### config.mk
export PLATFORM = sky130hd
export DESIGN_NAME = ram_port_arbiter_flat
export DESIGN_NICKNAME = d
export VERILOG_FILES = /design/src/rtl/ram_port_arbiter_if.sv /design/src/rtl/ram_port_arbiter.sv /design/src/flat_wrapper.sv
export SDC_FILE = /design/constraint.sdc
export NUM_CORES = 1
export LEC_CHECK = 0
export ABC_CLOCK_PERIOD_IN_PS = 1500
export CAP_MARGIN = 20
export CELL_PAD_IN_SITES_DETAIL_PLACEMENT = 1
export CELL_PAD_IN_SITES_GLOBAL_PLACEMENT = 2
export CORE_UTILIZATION = 25
export CTS_CLUSTER_SIZE = 25
export DETAILED_ROUTE_END_ITERATION = 7
export HOLD_SLACK_MARGIN = 0.1
export PLACE_DENSITY_LB_ADDON = 0.2
export SLEW_MARGIN = 10
export SYNTH_ARGS = -nofsm -noshare
export SYNTH_HDL_FRONTEND = slang
export SYNTH_SLANG_ARGS = --single-unit
### constraint.sdc
create_clock -name clk -period 1.5 [get_ports clk]
set_input_delay 0.3 -clock clk [delete_from_list [all_inputs] [get_ports clk]]
set_output_delay 0.3 -clock clk [all_outputs]
set_load 0.1 [all_outputs]
### src/rtl/ram_port_arbiter_if.sv
// Two-requester / single RAM port bundle for ram_port_arbiter.
// slave = arbiter side, master = requesters plus the RAM port.
interface ram_port_arbiter_if #(
  parameter int DATA_WIDTH = 8,
  parameter int ADDR_WIDTH = 4
);
  logic                  req0_valid;
  logic                  req0_ready;
  logic                  req0_we;
  logic [ADDR_WIDTH-1:0] req0_addr;
  logic [DATA_WIDTH-1:0] req0_wdata;

  logic                  req1_valid;
  logic                  req1_ready;
  logic                  req1_we;
  logic [ADDR_WIDTH-1:0] req1_addr;
  logic [DATA_WIDTH-1:0] req1_wdata;

  logic                  ram_we;
  logic [ADDR_WIDTH-1:0] ram_addr;
  logic [DATA_WIDTH-1:0] ram_din;
  logic [DATA_WIDTH-1:0] ram_dout;

  logic                  rsp0_valid;
  logic [DATA_WIDTH-1:0] rsp0_rdata;
  logic                  rsp1_valid;
  logic [DATA_WIDTH-1:0] rsp1_rdata;

  logic                  busy;

  modport slave (
    input  req0_valid, req0_we, req0_addr, req0_wdata,
    input  req1_valid, req1_we, req1_addr, req1_wdata,
    input  ram_dout,
    output req0_ready, req1_ready,
    output ram_we, ram_addr, ram_din,
    output rsp0_valid, rsp0_rdata,
    output rsp1_valid, rsp1_rdata,
    output busy
  );

  modport master (
    output req0_valid, req0_we, req0_addr, req0_wdata,
    output req1_valid, req1_we, req1_addr, req1_wdata,
    output ram_dout,
    input  req0_ready, req1_ready,
    input  ram_we, ram_addr, ram_din,
    input  rsp0_valid, rsp0_rdata,
    input  rsp1_valid, rsp1_rdata,
    input  busy
  );
endinterface

### src/rtl/ram_port_arbiter.sv
// Host/DMA arbiter feeding one RAM port with tagged read returns.
// ARB_REQ0_PRIORITY_EN: strict req0 priority with starvation escape.
module ram_port_arbiter #(
  parameter int DATA_WIDTH = 8,
  parameter int ADDR_WIDTH = 4,
  parameter int RD_LATENCY = 1
) (
  input logic                 clk,
  input logic                 rst_n,
  ram_port_arbiter_if.slave   bus
);

  localparam int DEPTH = RD_LATENCY + 1;

  logic                  w_gnt0;
  logic                  w_gnt1;
  logic                  w_gnt;
  logic                  w_we;
  logic [ADDR_WIDTH-1:0] w_addr;
  logic [DATA_WIDTH-1:0] w_wdata;
  logic                  w_rd;

  logic                  r_ram_we;
  logic [ADDR_WIDTH-1:0] r_ram_addr;
  logic [DATA_WIDTH-1:0] r_ram_din;

  logic [DEPTH-1:0]      r_tag_v;
  logic [DEPTH-1:0]      r_tag_id;

  logic                  r_rsp0_v;
  logic                  r_rsp1_v;
  logic [DATA_WIDTH-1:0] r_rsp0_d;
  logic [DATA_WIDTH-1:0] r_rsp1_d;

`ifdef ARB_REQ0_PRIORITY_EN
  logic [2:0] r_starve;

  always_comb begin
    w_gnt0 = 1'b0;
    w_gnt1 = 1'b0;
    if (rst_n) begin
      if (bus.req0_valid && bus.req1_valid) begin
        if (r_starve >= 3'd4) w_gnt1 = 1'b1;
        else                  w_gnt0 = 1'b1;
      end else begin
        w_gnt0 = bus.req0_valid;
        w_gnt1 = bus.req1_valid;
      end
    end
  end

  // counts req0 wins while req1 waits
  always_ff @(posedge clk or negedge rst_n) begin
    if (!rst_n) begin
      r_starve <= 3'd0;
    end else if (w_gnt1 || !bus.req1_valid) begin
      r_starve <= 3'd0;
    end else if (w_gnt0) begin
      r_starve <= r_starve + 3'd1;
    end
  end
`else
  logic r_ptr;

  always_comb begin
    w_gnt0 = 1'b0;
    w_gnt1 = 1'b0;
    if (rst_n) begin
      if (bus.req0_valid && bus.req1_valid) begin
        w_gnt0 = ~r_ptr;
        w_gnt1 = r_ptr;
      end else begin
        w_gnt0 = bus.req0_valid;
        w_gnt1 = bus.req1_valid;
      end
    end
  end

  always_ff @(posedge clk or negedge rst_n) begin
    if (!rst_n) begin
      r_ptr <= 1'b0;
    end else if (w_gnt0) begin
      r_ptr <= 1'b1;
    end else if (w_gnt1) begin
      r_ptr <= 1'b0;
    end
  end
`endif

  assign bus.req0_ready = w_gnt0;
  assign bus.req1_ready = w_gnt1;

  always_comb begin
    w_gnt   = w_gnt0 | w_gnt1;
    w_we    = 1'b0;
    w_addr  = '0;
    w_wdata = '0;
    unique case (1'b1)
      w_gnt1: begin
        w_we    = bus.req1_we;
        w_addr  = bus.req1_addr;
        w_wdata = bus.req1_wdata;
      end
      w_gnt0: begin
        w_we    = bus.req0_we;
        w_addr  = bus.req0_addr;
        w_wdata = bus.req0_wdata;
      end
      default: ;
    endcase
    w_rd = w_gnt & ~w_we;
  end

  // issue register: idle cycles only drop the write enable
  always_ff @(posedge clk or negedge rst_n) begin
    if (!rst_n) begin
      r_ram_we   <= 1'b0;
      r_ram_addr <= '0;
      r_ram_din  <= '0;
    end else if (w_gnt) begin
      r_ram_we   <= w_we;
      r_ram_addr <= w_addr;
      if (w_we) r_ram_din <= w_wdata;
    end else begin
      r_ram_we <= 1'b0;
    end
  end

  always_ff @(posedge clk or negedge rst_n) begin
    if (!rst_n) begin
      r_tag_v  <= '0;
      r_tag_id <= '0;
    end else begin
      r_tag_v  <= {r_tag_v[DEPTH-2:0], w_rd};
      r_tag_id <= {r_tag_id[DEPTH-2:0], w_gnt1};
    end
  end

  // last tag stage lines up with valid ram_dout
  always_ff @(posedge clk or negedge rst_n) begin
    if (!rst_n) begin
      r_rsp0_v <= 1'b0;
      r_rsp1_v <= 1'b0;
      r_rsp0_d <= '0;
      r_rsp1_d <= '0;
    end else begin
      r_rsp0_v <= r_tag_v[DEPTH-1] & ~r_tag_id[DEPTH-1];
      r_rsp1_v <= r_tag_v[DEPTH-1] &  r_tag_id[DEPTH-1];
      if (r_tag_v[DEPTH-1] && !r_tag_id[DEPTH-1])
        r_rsp0_d <= bus.ram_dout;
      if (r_tag_v[DEPTH-1] && r_tag_id[DEPTH-1])
        r_rsp1_d <= bus.ram_dout;
    end
  end

  assign bus.ram_we     = r_ram_we;
  assign bus.ram_addr   = r_ram_addr;
  assign bus.ram_din    = r_ram_din;
  assign bus.rsp0_valid = r_rsp0_v;
  assign bus.rsp0_rdata = r_rsp0_d;
  assign bus.rsp1_valid = r_rsp1_v;
  assign bus.rsp1_rdata = r_rsp1_d;
  assign bus.busy       = r_ram_we | (|r_tag_v);

endmodule
### src/flat_wrapper.sv
// flat-port wrapper written by rule: the top's interface ports become plain ports
module ram_port_arbiter_flat 
#(
  parameter int DATA_WIDTH = 8,
  parameter int ADDR_WIDTH = 4,
  parameter int RD_LATENCY = 1
)
  (clk, rst_n, bus_req0_valid, bus_req0_we, bus_req0_addr, bus_req0_wdata, bus_req1_valid, bus_req1_we, bus_req1_addr, bus_req1_wdata, bus_ram_dout, bus_req0_ready, bus_req1_ready, bus_ram_we, bus_ram_addr, bus_ram_din, bus_rsp0_valid, bus_rsp0_rdata, bus_rsp1_valid, bus_rsp1_rdata, bus_busy);
  ram_port_arbiter_if #(.DATA_WIDTH(DATA_WIDTH), .ADDR_WIDTH(ADDR_WIDTH)) bus_i ();
  input logic clk;
  input logic rst_n;
  input wire logic [$bits(bus_i.req0_valid)-1:0] bus_req0_valid;
  input wire logic [$bits(bus_i.req0_we)-1:0] bus_req0_we;
  input wire logic [$bits(bus_i.req0_addr)-1:0] bus_req0_addr;
  input wire logic [$bits(bus_i.req0_wdata)-1:0] bus_req0_wdata;
  input wire logic [$bits(bus_i.req1_valid)-1:0] bus_req1_valid;
  input wire logic [$bits(bus_i.req1_we)-1:0] bus_req1_we;
  input wire logic [$bits(bus_i.req1_addr)-1:0] bus_req1_addr;
  input wire logic [$bits(bus_i.req1_wdata)-1:0] bus_req1_wdata;
  input wire logic [$bits(bus_i.ram_dout)-1:0] bus_ram_dout;
  output wire logic [$bits(bus_i.req0_ready)-1:0] bus_req0_ready;
  output wire logic [$bits(bus_i.req1_ready)-1:0] bus_req1_ready;
  output wire logic [$bits(bus_i.ram_we)-1:0] bus_ram_we;
  output wire logic [$bits(bus_i.ram_addr)-1:0] bus_ram_addr;
  output wire logic [$bits(bus_i.ram_din)-1:0] bus_ram_din;
  output wire logic [$bits(bus_i.rsp0_valid)-1:0] bus_rsp0_valid;
  output wire logic [$bits(bus_i.rsp0_rdata)-1:0] bus_rsp0_rdata;
  output wire logic [$bits(bus_i.rsp1_valid)-1:0] bus_rsp1_valid;
  output wire logic [$bits(bus_i.rsp1_rdata)-1:0] bus_rsp1_rdata;
  output wire logic [$bits(bus_i.busy)-1:0] bus_busy;
  assign bus_i.req0_valid = bus_req0_valid;
  assign bus_i.req0_we = bus_req0_we;
  assign bus_i.req0_addr = bus_req0_addr;
  assign bus_i.req0_wdata = bus_req0_wdata;
  assign bus_i.req1_valid = bus_req1_valid;
  assign bus_i.req1_we = bus_req1_we;
  assign bus_i.req1_addr = bus_req1_addr;
  assign bus_i.req1_wdata = bus_req1_wdata;
  assign bus_i.ram_dout = bus_ram_dout;
  assign bus_req0_ready = bus_i.req0_ready;
  assign bus_req1_ready = bus_i.req1_ready;
  assign bus_ram_we = bus_i.ram_we;
  assign bus_ram_addr = bus_i.ram_addr;
  assign bus_ram_din = bus_i.ram_din;
  assign bus_rsp0_valid = bus_i.rsp0_valid;
  assign bus_rsp0_rdata = bus_i.rsp0_rdata;
  assign bus_rsp1_valid = bus_i.rsp1_valid;
  assign bus_rsp1_rdata = bus_i.rsp1_rdata;
  assign bus_busy = bus_i.busy;
  ram_port_arbiter #(.DATA_WIDTH(DATA_WIDTH), .ADDR_WIDTH(ADDR_WIDTH), .RD_LATENCY(RD_LATENCY)) u_core (.clk(clk), .rst_n(rst_n), .bus(bus_i));
endmodule
Word level (Yosys, flattened, before mapping)
Index checks and enable logic that the tools add are counted.
{ "op_classes": {"reduce_logical": 7, "muxes": 10, "bitwise": 8} }
{ "op_table": {"columns": ["cell", "count"], "rows": [
  ["$pmux 8 s2", 1],
  ["$pmux 4 s2", 1],
  ["$mux 1", 7],
  ["$and 1x1->1", 3],
  ["$logic_and 1x1->1", 3],
  ["$not 1->1", 3],
  ["$or 1x1->1", 2],
  ["$pmux 1 s2", 1],
  ["$reduce_and 2->1", 1],
  ["$reduce_bool 2->1", 1],
  ["$reduce_or 2->1", 1],
  ["$logic_not 1->1", 1]
]} }
{ "word_totals": {"inputBits": 38, "elab_cells": 35, "out_inout_bits": 34, "register_bits": 36} }

Depth between registers and ports, before layout
{ "depth": {"word_depth": 6, "mapped_depth": 6} }

Least setup slack after synthesis
Ideal clock, no wire load.
{ "synth_timing": {"kind": "reg2out", "from": "reg u_core.r_ram_we (netlist: u_core.bus.ram_we)", "to": "out bus_busy", "t_arrival_ps": 1702, "setup_slack_ps": -502, "required_time_ps": 1200, "stages_incl_launch_ff": 2, "cell_sequence": "dfrtp_1 or3_1"} }
{ "synth_via": {"elab_chain_cells": 1} }
{ "synth_rtl": {"columns": ["element", "line", "source"], "rows": [
  ["start, declared", "ram_port_arbiter.sv:23", "logic r_ram_we;"],
  ["start signal, assigned", "ram_port_arbiter.sv:121", "r_ram_we <= w_we;"],
  ["$or 1x1->1", "ram_port_arbiter.sv:163", "assign bus.busy = r_ram_we | (|r_tag_v);"],
  ["end, declared", "flat_wrapper.sv:30", "output wire logic [$bits(bus_i.busy)-1:0] bus_busy;"]
]} }
No other way between the ends.

Worst setup path in the final report
{ "layout_timing": {"from": "reg u_core.r_tag_v[0]", "to": "out bus_busy"} }
{ "layout_via": {"elab_chain_cells": 2} }
{ "layout_rtl": {"columns": ["element", "line", "source"], "rows": [
  ["start, declared", "ram_port_arbiter.sv:27", "logic [DEPTH-1:0] r_tag_v;"],
  ["start signal, assigned", "ram_port_arbiter.sv:134", "r_tag_v <= {r_tag_v[DEPTH-2:0], w_rd};"],
  ["$reduce_or 2->1", "ram_port_arbiter.sv:163", null],
  ["$or 1x1->1", "ram_port_arbiter.sv:163", null]
]} }
No other way between the ends.

==> summary.txt <==
Cells and area
  – Fin nets: 224
  – Antenna diodes: 0
  – Ratio of cells with drive above 1 in the final layout: 46.0%
  – Area Growth Syn to Fin: 92.4%
  – Fin area: approximately 0.0028 mm2
  – Fin util: approximately half
  – Finished Layout Cells: 259

Setup path
  – Highest fanout seen on the critical path: 2
  – Critical path launch point type: flip-flop
  – Critical path type: flip-flop to primary output
  – Launch point of the worst reg-to-reg path: u_core.r_ptr$_DFFE_PN0P_
  – Critical Path AT: between 1 and 1.5 ns
  – Required time of the worst setup path: about 1.2 ns
  – CP Launch Point: u_core.r_tag_v[0]$_DFF_PN0_
  – CP Capture Type: primary output

Detailed routing
  – Vias: between 1000 and 1500
  – Vias per Instance: ~4.4
  – Final ANT Viol Nets: 0
  – Drt wl/cell: 15.4 um
  – # DRC: 0
  – Pre-antenna DRT Iters: 2
  – 1st-iter DRT viols: 25
  – WL final: between 3000 and 4000 um

STA
  – FMAX: roughly 660 MHz
  – Fin crit share: 102%
  – Final setup skew: 0.00503 ns
  – PnR worst setup slack: -0.0244 ns
  – Hold Vio Cnt, Final: 0
  – Setup TNS: -0.0376 ns
  – Number of max-slew violations in the final report: 0
  – Worst slew margin: 73.1%
  – # setup viols final: 2
  – Tmin final: approximately 1.5 ns
  – RSZ-0062 raised after global routing: yes
  – Worst-Margin Slew: between 0.4 and 0.5 ns

Outcome
  – Status: finished, violations left
  – Failing checks: negative setup slack

Floorplanning
  – Io pins: 72
  – # rows: 27
  – Die height: between 70 and 80 um
  – Initial Util: 26.2%
  – Core ar.: roughly 0.0055 mm2
  – Die W: around 80 um
  – Die Area: roughly 0.0061 mm2

Place
  – Inst Count DP: approximately 250
  – Final HPWL DP: approximately 3100 um
  – Placed inst area: ~0.0026 mm2
  – Global placement routability congestion: a little over 0.7
  – Port buffer count: 71

Synthesis
  – Synth async-reset ratio: 100%
  – YS warnings: 0
  – Post-Synthesis Cell Area: between 0.001 and 0.0015 mm2
  – Gate Count Post-Synth: just under 100
  – Synth area leaders: dfrtp_1, mux2_2, mux2_4
  – Share of the synthesized area in the top cell type: around 62%
  – Yosys top cell by area: dfrtp_1
  – Synth Flop Type: dfrtp_1
  – Synth cell count leaders: dfrtp_1, mux2_2, nand2_1
  – Syn Area/Cell: approximately 15 um2
  – Synth unique cells: 22
  – Seq cells post-synth: 36
  – Seq/Total Area, Yosys: 62.2%
  – Syn_nets: between 100 and 150
  – Count leader, synth: dfrtp_1
  – Post-synth EDFFs: 0

Global route
  – First-pass GRT wire length: 6670 um
  – Total gr overflow: 0
  – GRT Total Usage: 14.4%
  – Pin count of the biggest net entering global routing: 30
  – Vias in the first global route: between 1000 and 1500
  – Initial antenna violation count: 0

Flow run
  – Max-cap violations: 0

Min path
  – Min-Delay Path Class: input port to async pin

Clock tree
  – CTS Buf Count: 5
  – CTS root buf: clkbuf_8
  – Clock Tree Buf Depth: 2
  – H-tree depth: 2
  – CTS tree: yes
  – Worst-Skew Late Latency: about 0.28 ns
  – Reg clk slew, reported paths: roughly 0.070 ns
  – Clk sink count: 36

Power and ir drop
  – Total Power: 4.78 mW
  – Peak supply drop: between 700 and 800 uV
  – Pleak: between 1 and 1.5 nW
  – Power Dens Cells: 1720 mW/mm2
## cells in the final DEF (no fill, tap or decap), drive strengths merged
master	instances
buf	48
dfrtp	36
clkdlybuf4s50	34
mux2	24
nand2	10
a22o	8
clkbuf	5
a22oi	4
inv	3
dlygate4sd2	2
a21oi	1
a21boi	1
and2	1
a32o	1
o21ai	1
nor2	1
nand2b	1
or3	1
o21bai	1
clkinvlp	1
clkinv	1
bufinv	1
dlymetal6s4s	1
## area by class of cell
type                            count  area [um2]
Timing Repair Buffer               85        1160
Clock buffer                        5        68.8
Sequential cell                    36         902
Tap cell                           72        90.1
Multi-Input combinational cell     55         508
Fill cell                         565        2750
Clock inverter                      3        42.5
Inverter                            3        11.3
## worst max-delay path, cell delays in order, from the launching register on
cell	delay, ns
dfrtp_1	0.38
or3_4	0.39
buf_12	0.17
## repair_timing
| action | in CTS | in global routing |
|---|---|---|
| endpoints found under the hold margin | 7 | 0 |
| endpoints found under the setup margin | 11 | 10 |
| buffers inserted | 3 | 0 |
| resized for setup | 6 | 3 |
| hold buffers | 1 | 0 |
| pin swaps | 3 | 2 |
## registers in the layout, summed over array words and instances (netlist names)
name / cells
u_core.bus.ram_din: 8
u_core.bus.rsp0_rdata: 8
u_core.bus.rsp1_rdata: 8
u_core.bus.ram_addr: 4
u_core.r_tag_id: 2
u_core.r_tag_v: 2
u_core.bus.ram_we: 1
u_core.bus.rsp0_valid: 1
u_core.bus.rsp1_valid: 1
u_core.r_ptr: 1
## metal layers
layer / global-route usage (%) / up-vias / part of all wire, %
met3: 5.47 / 4 / 8.8
met4: 5.00 / 0 / 1.4
met2: 25.0 / 49 / 51
met5: 0 / - / 0
met1: 16.2 / 558 / 39
li1: - / 523 / -
## worst paths after layout
check / endpoint / slack, ns / depth (start not counted)
setup / recovery: bus_busy / -0.02 / 2
hold / removal: u_core.bus.rsp1_rdata[7]$_DFFE_PN0P_ / 0.11 / 2
setup reg to reg: u_core.bus.ram_din[7]$_DFFE_PN0P_ / 0.08 / 6
hold reg to reg: u_core.r_tag_id[1]$_DFF_PN0_ / 0.36 / 0
max in group asynchronous: u_core.bus.ram_we$_DFF_PN0_ / 1.10 / 2
min in group clk: u_core.r_tag_id[1]$_DFF_PN0_ / 0.36 / 0
## logic make-up after synthesis
logic type	share of synthesized area, %
flip-flops	62.2
multiplexers	19.7
AO/OA/AOI/OAI	9.93
AND/OR/NAND/NOR	4.32
buffers and inverters	3.89
## where the power goes
part	leakage (nW)	internal (mW)	switching, mW
Sequential	0.443	1.16	0.204
Combinational	0.769	0.975	1.61
Clock	0.0541	0.492	0.349
Total	1.27	2.63	2.16
## through the flow
stage / setup WS [ns] / hold slack [ns]
floorplan: 0.0637 / 0.00441
global placement: -0.302 / 0.319
detailed placement: -0.397 / 0.321
CTS: -0.0481 / 0.116
global route: -0.0667 / 0.140
finish: -0.0244 / 0.106
(Power assumes the default switching activity.)
